==> src/rtl/mem_dump_uart_pkg.sv <==
// Shared types and frame constants for the memory-dump UART.
package mem_dump_pkg;

    typedef enum logic [1:0] {
        IDLE,
        START_BIT,
        DATA_BITS,
        STOP_BIT
    } state_e;

    localparam logic [7:0] HEADER      = 8'hA5;
    localparam int         NBYTES      = 20;
    localparam int         FRAME_BYTES = 22;
    localparam int         IDX_W       = $clog2(FRAME_BYTES);

endpackage

==> src/rtl/mem_dump_uart_tx_byte.sv <==
// 8N1 byte serializer with load/ready handshake. Owns the baud and bit counters.
module uart_tx_byte
    import mem_dump_pkg::*;
#(
    parameter int CLKS_PER_BIT = 16
) (
    input  logic       clk,
    input  logic       rst,
    input  logic       load,
    input  logic [7:0] data,
    output logic       ready,
    output logic       tx
);

    localparam int CW = (CLKS_PER_BIT > 2) ? $clog2(CLKS_PER_BIT) : 1;

    state_e        state_q, state_d;
    logic [CW-1:0] baud_q, baud_d;
    logic [2:0]    bit_q, bit_d;
    logic [7:0]    sh_q, sh_d;
    logic          tx_q, tx_d;
    logic          bit_end;

    assign bit_end = (baud_q == CW'(CLKS_PER_BIT - 1));
    // Ready on the last cycle of the stop bit so the next byte follows with no gap.
    assign ready   = (state_q == IDLE) || ((state_q == STOP_BIT) && bit_end);
    assign tx      = tx_q;

    always_comb begin
        state_d = state_q;
        baud_d  = bit_end ? '0 : baud_q + CW'(1);
        bit_d   = bit_q;
        sh_d    = sh_q;
        tx_d    = tx_q;
        case (state_q)
            IDLE: begin
                baud_d = '0;
                if (load) begin
                    state_d = START_BIT;
                    bit_d   = '0;
                    sh_d    = data;
                    tx_d    = 1'b0;
                end
            end
            START_BIT: begin
                if (bit_end) begin
                    state_d = DATA_BITS;
                    bit_d   = '0;
                    tx_d    = sh_q[0];
                    sh_d    = sh_q >> 1;
                end
            end
            DATA_BITS: begin
                if (bit_end) begin
                    if (bit_q == 3'd7) begin
                        state_d = STOP_BIT;
                        tx_d    = 1'b1;
                    end else begin
                        bit_d = bit_q + 3'd1;
                        tx_d  = sh_q[0];
                        sh_d  = sh_q >> 1;
                    end
                end
            end
            STOP_BIT: begin
                if (bit_end) begin
                    if (load) begin
                        state_d = START_BIT;
                        bit_d   = '0;
                        sh_d    = data;
                        tx_d    = 1'b0;
                    end else begin
                        state_d = IDLE;
                    end
                end
            end
            default: state_d = IDLE;
        endcase
    end

    always_ff @(posedge clk) begin
        if (rst) begin
            state_q <= IDLE;
            baud_q  <= '0;
            bit_q   <= '0;
            sh_q    <= '0;
            tx_q    <= 1'b1;
        end else begin
            state_q <= state_d;
            baud_q  <= baud_d;
            bit_q   <= bit_d;
            sh_q    <= sh_d;
            tx_q    <= tx_d;
        end
    end

endmodule

==> src/rtl/mem_dump_uart.sv <==
// Snapshots mem8..mem27 on start and sends header, 20 data bytes and checksum over UART.
module mem_dump_uart
    import mem_dump_pkg::*;
#(
    parameter int CLKS_PER_BIT = 16
) (
    input  logic       clk,
    input  logic       rst,
    input  logic       start,
    input  logic [7:0] mem8,  input logic [7:0] mem9,  input logic [7:0] mem10,
    input  logic [7:0] mem11, input logic [7:0] mem12, input logic [7:0] mem13,
    input  logic [7:0] mem14, input logic [7:0] mem15, input logic [7:0] mem16,
    input  logic [7:0] mem17, input logic [7:0] mem18, input logic [7:0] mem19,
    input  logic [7:0] mem20, input logic [7:0] mem21, input logic [7:0] mem22,
    input  logic [7:0] mem23, input logic [7:0] mem24, input logic [7:0] mem25,
    input  logic [7:0] mem26, input logic [7:0] mem27,
    output logic       tx,
    output logic       busy,
    output logic       done
);

    logic [7:0]       mem_in   [NBYTES];
    logic [7:0]       shadow_q [NBYTES];
    logic [7:0]       shadow_d [NBYTES];
    logic [7:0]       csum_q, csum_d, csum_in;
    logic [IDX_W-1:0] byte_idx_q, byte_idx_d;
    logic             busy_q, busy_d;
    logic             done_q, done_d;
    logic             accept, load, ready;
    logic [7:0]       load_data;

    assign mem_in = '{mem8,  mem9,  mem10, mem11, mem12, mem13, mem14,
                      mem15, mem16, mem17, mem18, mem19, mem20, mem21,
                      mem22, mem23, mem24, mem25, mem26, mem27};

    // Sum the live inputs so the checksum lands in the same edge as the snapshot.
    always_comb begin
        csum_in = '0;
        for (int i = 0; i < NBYTES; i++) csum_in = csum_in + mem_in[i];
    end

    assign accept = start && !busy_q;

    always_comb begin
        shadow_d   = shadow_q;
        csum_d     = csum_q;
        byte_idx_d = byte_idx_q;
        busy_d     = busy_q;
        done_d     = 1'b0;
        load       = 1'b0;
        load_data  = HEADER;
        if (accept) begin
            shadow_d   = mem_in;
            csum_d     = csum_in;
            byte_idx_d = '0;
            busy_d     = 1'b1;
            load       = 1'b1;
        end else if (busy_q && ready) begin
            if (byte_idx_q < IDX_W'(FRAME_BYTES - 1)) begin
                byte_idx_d = byte_idx_q + IDX_W'(1);
                load       = 1'b1;
                // Byte k+1 of the frame is shadow[k]; the last one is the checksum.
                load_data  = (byte_idx_q == IDX_W'(FRAME_BYTES - 2)) ? csum_q
                                                                      : shadow_q[byte_idx_q];
            end else begin
                busy_d = 1'b0;
                done_d = 1'b1;
            end
        end
    end

    always_ff @(posedge clk) begin
        if (rst) begin
            shadow_q   <= '{default: '0};
            csum_q     <= '0;
            byte_idx_q <= '0;
            busy_q     <= 1'b0;
            done_q     <= 1'b0;
        end else begin
            shadow_q   <= shadow_d;
            csum_q     <= csum_d;
            byte_idx_q <= byte_idx_d;
            busy_q     <= busy_d;
            done_q     <= done_d;
        end
    end

    uart_tx_byte #(.CLKS_PER_BIT(CLKS_PER_BIT)) u_tx (
        .clk   (clk),
        .rst   (rst),
        .load  (load),
        .data  (load_data),
        .ready (ready),
        .tx    (tx)
    );

    assign busy = busy_q;
    assign done = done_q;

endmodule

==> config.mk <==
export PLATFORM = sky130hd
export DESIGN_NAME = mem_dump_uart
export DESIGN_NICKNAME = d
export VERILOG_FILES = /design/src/rtl/mem_dump_uart_pkg.sv /design/src/rtl/mem_dump_uart_tx_byte.sv /design/src/rtl/mem_dump_uart.sv
export SDC_FILE = /design/constraint.sdc
export NUM_CORES = 1
export LEC_CHECK = 0
export CAP_MARGIN = 5
export CORE_MARGIN = 2
export CORE_UTILIZATION = 55
export CTS_CLUSTER_SIZE = 40
export DETAILED_ROUTE_END_ITERATION = 10
export PLACE_DENSITY = 0.8
export SLEW_MARGIN = 20
export SYNTH_ARGS = -nofsm -noshare
export SYNTH_HDL_FRONTEND = slang
export SYNTH_SLANG_ARGS = --single-unit
export TNS_END_PERCENT = 10
==> constraint.sdc <==
create_clock -name clk -period 7.4 [get_ports clk]
set_input_delay 1.48 -clock clk [delete_from_list [all_inputs] [get_ports clk]]
set_output_delay 1.48 -clock clk [all_outputs]
set_load 0.02 [all_outputs]
==> results.sh <==
export IMPL_power_share_sequential_pct=18.1
export IMPL_p_per_area_nw_per_um2=467
export IMPL_drt_antenna_violating_nets=0
export IMPL_setup_violations=0
export IMPL_maxSlewHeadroom_pct=27.7
export IMPL_portBuffers=165
export IMPL_crit_path_end_kind="register"
export IMPL_grt_pass1_wl_um=48900
export IMPL_drv_cap=0
export IMPL_path_class="in -> reg"
export IMPL_core_um2=21000
export IMPL_synth_top_area_share_pct=33.0
export IMPL_grt_pass1_vias=9433
export IMPL_final_cell_mix="nand2_1 (342), dfxtp_1 (191), a21oi_1 (183)"
export IMPL_worstSkewPairLatency_ns=0.44
export IMPL_htreeDepth=4
export IMPL_crit_arrival_ns=7.36
export IMPL_rsz0062_at_grt="no"
export IMPL_synth_cell_area_um2=11700
export IMPL_yosysUniqueCellTypes=47
export IMPL_clock_skew_ns=0.00873
export IMPL_slew_viol_final=0
export IMPL_die_area_um2=22400
export IMPL_vias=9420
export IMPL_cts_tree="done"
export IMPL_final_core_util_pct=66.9
export IMPL_synth_edf_count=0
export IMPL_ioPinCount=166
export IMPL_drtIter0Drc=950
export IMPL_power_frac_clock_pct=14.1
export IMPL_p_sw_w=0.00275
export IMPL_yosysSeqAreaShare_pct=33.0
export IMPL_holdBufCountCts=0
export IMPL_antenna_found_initial=1
export IMPL_worstPathRequired_ns=7.75
export IMPL_ys_ff_latch=193
export IMPL_clk_pin_slew_worst_paths_ns=0.07
export IMPL_swShare_pct=41.9
export IMPL_holdCritPathClass="reg -> reg"
export IMPL_drc_errors=0
export IMPL_startpoint_type="input pin"
export IMPL_wirelength_um=30800
export IMPL_critPathMaxFanout=2
export IMPL_drive_gt1_share_pct=6.66
export IMPL_fin_crit_ns=7.01
export IMPL_start_util_pct=55.8
export IMPL_cp_slowest_stage_delay_ns=0.53
export IMPL_die_height_um=150
export IMPL_place_inst=1671
export IMPL_p_leak_nw=5.72
export IMPL_cpMostUsedCell="fa_1"
export IMPL_pwr_share_comb_pct=67.8
export IMPL_finalHoldViolCount=0
export IMPL_cts_buffer_depth=2
export IMPL_crit_chain="clkdlybuf4s50_1 > inv_1 > fa_1 > inv_1 > fa_1 > inv_1 > fa_1 > fa_1 > inv_1 > fa_1 > inv_1 > fa_1 > inv_1 > fa_1 > inv_1 > fa_1 > nor2b_1 > o21ai_0 > nor2b_1 > o21bai_1 > a21oi_1 > xnor3_1 > a211oi_2"
export IMPL_viasPerCell=5.53
export IMPL_cts_made_buffers=17
export IMPL_finalHoldWorstSlack_ns=0.446
export IMPL_synth_flop_cell="dfxtp_1"
export IMPL_fin_area_um2=14000
export IMPL_layout_area_overhead_vs_synth_pct=19.8
export IMPL_critical_path_slowest_cell="fa_1"
export IMPL_status="finished clean"
export IMPL_layout_commonest_cell="nand2_1"
export IMPL_grt_max_degree=106
export IMPL_gp_congestion=0.914
export IMPL_first_pass_iters=6
export IMPL_num_rows=53
export IMPL_p_int_w=0.00380
export IMPL_ys_top_cells_by_area="dfxtp_1 (33%), fa_1 (19%), nand2_1 (11%)"
export IMPL_clock_sinks=193
export IMPL_finalNetCount=1715
export IMPL_avgSynthCellArea_um2=9.01
export IMPL_fmaxAchievable_ghz=0.143
export IMPL_synthArstFlopShare_pct=0
export IMPL_worst_pin_slew_ns=1.08
export IMPL_root_buffer="clkbuf_16"
export IMPL_fin_tns_setup_ns=0
export IMPL_irDropWorstVdd_mv=0.922
export IMPL_dp_hpwl_um=22900
export IMPL_synthCells=1298
export IMPL_grt_ovfl_total=0
export IMPL_die_w_um=150
export IMPL_grtUsageTotal_pct=28.7
export IMPL_synth_nets=1598
export IMPL_ys_warnings_count=0
export IMPL_postPlaceCellArea_um2=13400
export IMPL_drt_wirelength_per_cell_um=18.1
export IMPL_instances_no_fill=1703
export IMPL_synth_top_area_cell="dfxtp_1"
export IMPL_period_share_pct=94.7
==> cells by family (layout without fill, tap and decap cells) <==
logic type | count (synthesis) | after routing | share of synthesized area, %
other | 0 | 1 | 0
flip-flops | 193 | 193 | 33.0
buffers and inverters | 251 | 380 | 8.57
XOR/XNOR | 45 | 45 | 3.49
multiplexers | 41 | 41 | 7.92
AO/OA/AOI/OAI | 247 | 247 | 12.5
adder cells (fa/ha/maj) | 137 | 137 | 21.7
AND/OR/NAND/NOR | 384 | 384 | 12.7
==> per-layer routing <==
layer / wire length (µm) / vias to the layer above / share of wire, % / GRT usage (%)
li1: - / 4400 / - / -
met1: 12300 / 4563 / 40 / 38.1
met2: 15100 / 389 / 49 / 46.5
met3: 2300 / 68 / 7.5 / 5.03
met4: 1210 / 0 / 3.9 / 12.5
met5: 0 / - / 0 / 0
==> synth_stat cells, drive strengths merged, types with 2 or more instances <==
| library cell | number |
|---|---|
| nor2 | 23 |
| ha | 27 |
| a21oi | 183 |
| o31ai | 2 |
| fa | 110 |
| a22oi | 9 |
| o311ai | 2 |
| o21bai | 2 |
| nor2b | 6 |
| dfxtp | 193 |
| clkbuf | 57 |
| o21ai | 11 |
| buf | 20 |
| nand4 | 2 |
| a211oi | 3 |
| a22o | 8 |
| o211ai | 8 |
| xor2 | 6 |
| a221oi | 14 |
| nand3 | 4 |
| nor3 | 3 |
| nand2 | 342 |
| and3 | 2 |
| mux4 | 40 |
| inv | 174 |
| xnor2 | 38 |
==> power by group through the flow <==
stage / combinational, W / sequential [W] / clock [W]
floorplan: 0.00350 / 0.00119 / 0
global placement: 0.00426 / 0.00120 / 0
detailed placement: 0.00438 / 0.00120 / 0
CTS: 0.00448 / 0.00118 / 0.000929
global route: 0.00512 / 0.00119 / 0.000968
finish: 0.00444 / 0.00118 / 0.000923
==> metrics by stage <==
step | worst slack [ns] | power (W)
after global routing | 0.0649 | 0.00728
after global placement | -0.0365 | 0.00546
after detailed placement | -0.113 | 0.00559
final | 0.389 | 0.00655
after CTS | 0.288 | 0.00659
after floorplan | 0.640 | 0.00469
==> final timing paths <==
kind                                    from                   endpoint  slack [ns]  cells after the start
setup / recovery                    mem23[2]     csum_q[7]$_SDFFE_PP0P_        0.39                     23
hold / removal     u_tx.baud_q[0]$_SDFF_PP0_  u_tx.baud_q[0]$_SDFF_PP0_        0.45                      1
setup reg to reg  byte_idx_q[0]$_SDFFE_PP0P_  u_tx.sh_q[1]$_SDFFE_PP0P_        4.52                      7
hold reg to reg    u_tx.baud_q[0]$_SDFF_PP0_  u_tx.baud_q[0]$_SDFF_PP0_        0.45                      1
==> repair_timing <==
item / 4_1_cts / 5_1_grt
setup buffers: 0 / 0
resized for setup: 0 / 1
endpoints found under the hold margin: 0 / 0
setup endpoints to repair: 0 / 1
==> flip-flops by register name, indices dropped and copies added, names as in the netlist <==
| name | count |
|---|---|
| busy | 1 |
| byte_idx_q | 5 |
| csum_q | 8 |
| done | 1 |
| shadow_q | 160 |
| u_tx.baud_q | 4 |
| u_tx.bit_q | 3 |
| u_tx.sh_q | 8 |
| u_tx.state_q | 2 |
| u_tx.tx | 1 |
==> worst max-delay path, delay by kind of cell <==
family,cells,cell delay (ns)
AOI/OAI and AO/OA,4,0.56
xor gates and xnor gates,1,0.20
buffers and inverters,8,0.86
adders and majority gates,8,3.97
and+or+nand+nor,2,0.31
==> layout make-up <==
class | instances | area [µm²]
tap | 275 | 344
multi-input combinational | 854 | 6850
sequential | 193 | 3870
antenna | 1 | 2.50
timing repair buffer | 175 | 1720
inverter | 174 | 653
clock inverter | 14 | 150
fill | 1649 | 6940
clock buffer | 17 | 425
Power figures use the tool's default switching activity.
